### src/rtl/nec_ir_pkg.sv
// Shared NEC IR definitions: FSM state encoding, frame timing in units,
// and a width helper for parameter-sized counters.
package nec_ir_pkg;

  typedef enum logic [2:0] {
    ST_IDLE,
    ST_LEAD_MARK,
    ST_LEAD_SPACE,
    ST_BIT_MARK,
    ST_BIT_SPACE,
    ST_STOP_MARK,
    ST_GAP
  } ir_state_t;

  localparam int LEAD_MARK       = 16;
  localparam int LEAD_SPACE_DATA = 8;
  localparam int LEAD_SPACE_REP  = 4;
  localparam int ZERO_SPACE      = 1;
  localparam int ONE_SPACE       = 3;
  localparam int BIT_COUNT       = 32;

  // Bits needed to represent max_val (at least 1).
  function automatic int nec_width(input int max_val);
    int w;
    w = 1;
    while ((64'd1 << w) <= 64'(max_val)) w++;
    return w;
  endfunction

endpackage

### src/rtl/ir_carrier_gen.sv
// Carrier counter for the IR LED: restarts while the envelope is idle so
// every mark opens on the high half of the carrier.
module ir_carrier_gen
  import nec_ir_pkg::*;
#(
  parameter int CARRIER_PERIOD = 1316,
  parameter int CARRIER_HIGH   = 658
) (
  input  logic clk,
  input  logic res,
  input  logic i_restart,
  input  logic i_env,
  output logic o_out
);

  localparam int CW = nec_width(CARRIER_PERIOD);

  logic [CW-1:0] r_cnt;

  always_ff @(posedge clk or posedge res) begin
    if (res) begin
      r_cnt <= '0;
    end else if (i_restart || r_cnt == CW'(CARRIER_PERIOD - 1)) begin
      r_cnt <= '0;
    end else begin
      r_cnt <= r_cnt + CW'(1);
    end
  end

  assign o_out = i_env && (r_cnt < CW'(CARRIER_HIGH));

endmodule

### src/rtl/ir_transmitter.sv
// NEC IR frame transmitter: sends 32-bit data frames or repeat frames as a
// unit-timed mark/space envelope plus its carrier-modulated version.
module ir_transmitter
  import nec_ir_pkg::*;
#(
  parameter int UNIT_CYCLES    = 28125,
  parameter int CARRIER_PERIOD = 1316,
  parameter int CARRIER_HIGH   = 658,
  parameter int GAP_UNITS      = 72
) (
  input  logic        clk,
  input  logic        res,
  input  logic        start,
  input  logic        repeat_req,
  input  logic [31:0] code,
  output logic        busy,
  output logic        done,
  output logic        ir_env,
  output logic        ir_out
);

  localparam int PW   = nec_width(UNIT_CYCLES - 1);
  localparam int MAXU = (GAP_UNITS > LEAD_MARK) ? GAP_UNITS : LEAD_MARK;
  localparam int UW   = nec_width(MAXU);

  ir_state_t     r_state;
  logic [PW-1:0] r_presc;
  logic [UW-1:0] r_units;
  logic [31:0]   r_shift;
  logic [4:0]    r_bit_cnt;
  logic          r_repeat;
  logic          r_busy;
  logic          r_done;
  logic          r_env;

  logic [UW-1:0] w_dur;
  logic          w_unit_end;
  logic          w_state_end;

  always_comb begin
    w_dur = UW'(1);
    case (r_state)
      ST_LEAD_MARK:  w_dur = UW'(LEAD_MARK);
      ST_LEAD_SPACE: w_dur = r_repeat ? UW'(LEAD_SPACE_REP) : UW'(LEAD_SPACE_DATA);
      ST_BIT_SPACE:  w_dur = r_shift[0] ? UW'(ONE_SPACE) : UW'(ZERO_SPACE);
      ST_GAP:        w_dur = UW'(GAP_UNITS);
      default:       w_dur = UW'(1);
    endcase
  end

  assign w_unit_end  = (r_presc == PW'(UNIT_CYCLES - 1));
  assign w_state_end = w_unit_end && (r_units == w_dur - UW'(1));

  always_ff @(posedge clk or posedge res) begin
    if (res) begin
      r_state   <= ST_IDLE;
      r_presc   <= '0;
      r_units   <= '0;
      r_shift   <= '0;
      r_bit_cnt <= '0;
      r_repeat  <= 1'b0;
      r_busy    <= 1'b0;
      r_done    <= 1'b0;
      r_env     <= 1'b0;
    end else begin
      r_done <= 1'b0;
      if (r_state == ST_IDLE) begin
        if (start || repeat_req) begin
          r_state   <= ST_LEAD_MARK;
          r_shift   <= code;
          r_repeat  <= !start;
          r_bit_cnt <= '0;
          r_presc   <= '0;
          r_units   <= '0;
          r_busy    <= 1'b1;
          r_env     <= 1'b1;
        end
      end else begin
        r_presc <= w_unit_end ? '0 : r_presc + PW'(1);
        if (!w_state_end) begin
          if (w_unit_end) r_units <= r_units + UW'(1);
        end else begin
          r_units <= '0;
          case (r_state)
            ST_LEAD_MARK: begin
              r_state <= ST_LEAD_SPACE;
              r_env   <= 1'b0;
            end
            ST_LEAD_SPACE: begin
              r_state <= r_repeat ? ST_STOP_MARK : ST_BIT_MARK;
              r_env   <= 1'b1;
            end
            ST_BIT_MARK: begin
              r_state <= ST_BIT_SPACE;
              r_env   <= 1'b0;
            end
            ST_BIT_SPACE: begin
              // LSB goes first; shift the next bit into position 0.
              r_shift   <= r_shift >> 1;
              r_bit_cnt <= r_bit_cnt + 5'd1;
              r_state   <= (r_bit_cnt == 5'(BIT_COUNT - 1)) ? ST_STOP_MARK : ST_BIT_MARK;
              r_env     <= 1'b1;
            end
            ST_STOP_MARK: begin
              r_state <= ST_GAP;
              r_env   <= 1'b0;
            end
            ST_GAP: begin
              r_state <= ST_IDLE;
              r_busy  <= 1'b0;
              r_done  <= 1'b1;
            end
            default: r_state <= ST_IDLE;
          endcase
        end
      end
    end
  end

  assign busy   = r_busy;
  assign done   = r_done;
  assign ir_env = r_env;

  // Every mark is entered from a space, so holding the carrier at zero
  // while the envelope is low restarts it at each mark boundary.
  ir_carrier_gen #(
    .CARRIER_PERIOD(CARRIER_PERIOD),
    .CARRIER_HIGH  (CARRIER_HIGH)
  ) u_carrier (
    .clk      (clk),
    .res      (res),
    .i_restart(~r_env),
    .i_env    (r_env),
    .o_out    (ir_out)
  );

endmodule

### config.mk
export PLATFORM = sky130hd
export DESIGN_NAME = ir_transmitter
export DESIGN_NICKNAME = d
export VERILOG_FILES = /design/src/rtl/nec_ir_pkg.sv /design/src/rtl/ir_carrier_gen.sv /design/src/rtl/ir_transmitter.sv
export SDC_FILE = /design/constraint.sdc
export NUM_CORES = 1
export LEC_CHECK = 0
export BUFFER_PORTS_ARGS = -buffer_cell sky130_fd_sc_hd__clkbuf_2
export CAP_MARGIN = 20
export CORE_AREA = 2 2 97 118
export DETAILED_ROUTE_END_ITERATION = 10
export DIE_AREA = 0 0 99 120
export MAX_ROUTING_LAYER = met4
export PLACE_DENSITY_LB_ADDON = 0.12
export SETUP_SLACK_MARGIN = 0.5
export SLEW_MARGIN = 20
export SYNTH_ARGS = -nofsm -noshare
export SYNTH_HDL_FRONTEND = slang
export SYNTH_SLANG_ARGS = --single-unit
### constraint.sdc
create_clock -name clk -period 5.1 [get_ports clk]
set_input_delay 1.02 -clock clk [delete_from_list [all_inputs] [get_ports clk]]
set_output_delay 1.02 -clock clk [all_outputs]
set_load 0.01 [all_outputs]
==> impl_metrics.env <==
export IMPL_status="completed"
export IMPL_finalSetupTns_ps=0
export IMPL_post_cts_buffers=0
export IMPL_fin_worst_skew_ps=7.942
export IMPL_reg2reg_slack_ps=1220
export IMPL_min_period_ps=3883
export IMPL_ctsResizeCount=0
export IMPL_finalWirelength_um=8796
export IMPL_r2r_end="r_shift[30]"
export IMPL_finalCritPeriodShare_pct=76.13
export IMPL_dieArea_mm2=0.01188
export IMPL_io_pins=40
export IMPL_rows=42
export IMPL_detail_route_wl_per_cell_um=13.70
export IMPL_clock_fmax_mhz=257.5
export IMPL_start_util_pct=39.06
export IMPL_syn_inst=472
export IMPL_syn_area_per_cell_um2=8.915
export IMPL_synthTopCellsByArea="dfrtp_1, nand2_1, mux2_1, o21ai_0, nor2_1"
export IMPL_grt_pass1_vias=3394
export IMPL_ys_ff_latch=77
export IMPL_worst_setup_path_end_kind="flip-flop"
export IMPL_synth_edff_count=0
export IMPL_routed_via_density=5.215
export IMPL_yosys_top_cells_count="nand2_1, dfrtp_1, o21ai_0"
export IMPL_path_delay_family="compound AO/OA/AOI/OAI gates"
export IMPL_synth_area_mm2=0.004208
export IMPL_synth_top_area_share_pct=45.79
export IMPL_rsz0062_at_grt="false"
export IMPL_synthArstFlopShare_pct=100.0
export IMPL_place_ws_ps=1217
export IMPL_synthFlopType="dfrtp_1"
export IMPL_slowest_stage="dfrtp_1"
export IMPL_cts_tree="built"
export IMPL_cts_clk_slew_worst_paths_ps=60
export IMPL_critical_path_startpoint_type="flip-flop"
export IMPL_hold_start="r_shift[7]"
export IMPL_die_w_um=99
export IMPL_cts_buffers=9
export IMPL_drive_gt1_share_pct=14.12
export IMPL_maxCapViolations=0
export IMPL_p_per_area_mw_per_mm2=265.9
export IMPL_grt_overflow_total=0
export IMPL_required_ps=5320
export IMPL_yosysTopAreaCell="dfrtp_1"
export IMPL_port_buffers=39
export IMPL_grt_pass1_wl_um=15900
export IMPL_clockBufferDepth=2
export IMPL_cpPeakStageDelay_ps=700
export IMPL_ys_seq_area_share_pct=45.79
export IMPL_crit_chain="nor3b_2, or2_2, ha_1, o21ai_0, a2111o_1, a31oi_1, nand3_1, o21ai_4, buf_4, mux2_2"
export IMPL_cts_hold_buffers=0
export IMPL_crit_end="r_shift[30]"
export IMPL_drtAntennaViolNets=0
export IMPL_hp_class="flip-flop to flip-flop"
export IMPL_crit_type="flip-flop to flip-flop"
export IMPL_post_route_drc_count=0
export IMPL_die_y_um=120
export IMPL_setup_violations=0
export IMPL_drv_slew=0
export IMPL_slew_headroom_pct=38.26
export IMPL_area_growth_pct=14.09
export IMPL_clock_sinks=77
export IMPL_synthDistinctLibCells=55
export IMPL_antenna_found_initial=0
export IMPL_gp_congestion=0.8271
export IMPL_antenna_cells=0
export IMPL_worst_path_stages=10
export IMPL_cts_htree_levels=3
export IMPL_r2r_cells=10
export IMPL_grt_use_total_pct=16.93
export IMPL_leakagePower_nw=1.957
export IMPL_yosysMostFrequentCell="nand2_1"
export IMPL_startpoint="r_state[0]"
export IMPL_clk_latency_ps=340
export IMPL_drt_first_pass_iters=4
export IMPL_ir_worst_vdd_v=0.0001505
export IMPL_fin_nets=548
export IMPL_vias=3348
export IMPL_first_iter_violations=205
export IMPL_worst_slew_pin_slew_ps=924.8
export IMPL_finalHoldViolCount=0
export IMPL_cp_num_buf_inv=1
export IMPL_fin_ws_ps=1217
export IMPL_coreArea_mm2=0.01077
export IMPL_cts_root_buf="clkbuf_16"
export IMPL_ys_warn_count=0
export IMPL_hpwl_um=5944
export IMPL_synth_nets=515
export IMPL_grt_max_degree=44
export IMPL_critPathMaxFanout=18
export IMPL_crit_arrival_ps=4100
export IMPL_r2r_start="r_state[0]"
state kept, by name, summed over array words and instances, names as in the netlist:
signal           flops
u_carrier.r_cnt     11
ir_env               1
r_repeat             1
busy                 1
r_bit_cnt            5
r_units              7
r_state              3
r_presc             15
done                 1
r_shift             32
metrics by stage:
| stage | utilization (%) | cells | area, um2 | total power, mW | hold slack [ps] |
|---|---|---|---|---|---|
| 5_1_grt | 44.56 | 642 | 4801 | 1.324 | 498.0 |
| 2_1_floorplan | - | 472 | 4208 | 0.6315 | 453.5 |
| 3_5_place_dp | 41.78 | 626 | 4501 | 0.6509 | 474.6 |
| 4_1_cts | 44.56 | 642 | 4801 | 1.303 | 488.8 |
| 3_3_place_gp | 41.78 | 626 | 4501 | 0.6505 | 467.6 |
| 6_report | 44.56 | 642 | 4801 | 1.276 | 486.6 |
worst min path at each step:
stage                         endpoint  slack [ps]  cells past startpoint
CTS                        r_shift[24]         490                      1
floorplan           u_carrier.r_cnt[0]         450                      1
global placement           r_shift[18]         470                      1
global route               r_shift[17]         500                      1
finish                      r_shift[7]         490                      1
detailed placement         r_shift[24]         470                      1
placed cells by master (no fill, tap or decap), types with 4 or more instances in the layout:
cell type	count
xnor2_1	10
nand3_1	15
mux2_2	4
nor2_1	24
and3_1	8
o21ai_0	37
inv_1	13
buf_4	4
clkbuf_2	39
o31ai_1	5
nand2b_1	5
dfrtp_1	77
mux2_1	27
nand4_1	10
nor3_1	9
nand2_1	136
a21oi_1	4
ha_1	7
clkbuf_16	9
xor2_1	5
layer usage:
metal	vias up	global-route usage (%)	wire length [um]
li1	1685	-	-
met1	1600	20.80	4209
met2	52	27.83	4187
met3	11	2.621	275
met4	0	7.021	124
met5	-	-	0
layout make-up:
cell class | instances | area, um2
fillers | 1060 | 5972
multi-input cells | 360 | 2131
flip-flops and latches | 77 | 1927
clock buffers | 9 | 225.2
repair buffers | 43 | 225.2
well taps | 132 | 165.2
clock inverters | 7 | 75.07
inverters | 14 | 52.55
power by group:
group	internal [mW]	switching [mW]	total, mW
Sequential	0.611	0	0.611
Clock	0.380	0.258	0.639
Combinational	0.0102	0.0168	0.0271
logic make-up after synthesis:
logic type | count (synthesis) | synth area share [%]
AO/OA/AOI/OAI | 65 | 9.546
XOR/XNOR | 15 | 3.122
adder cells (fa/ha/maj) | 7 | 2.081
buffers and inverters | 35 | 3.717
flip-flops | 77 | 45.79
multiplexers | 34 | 9.010
AND/OR/NAND/NOR | 239 | 26.73
Note: power is estimated with default switching activity, not from simulation.
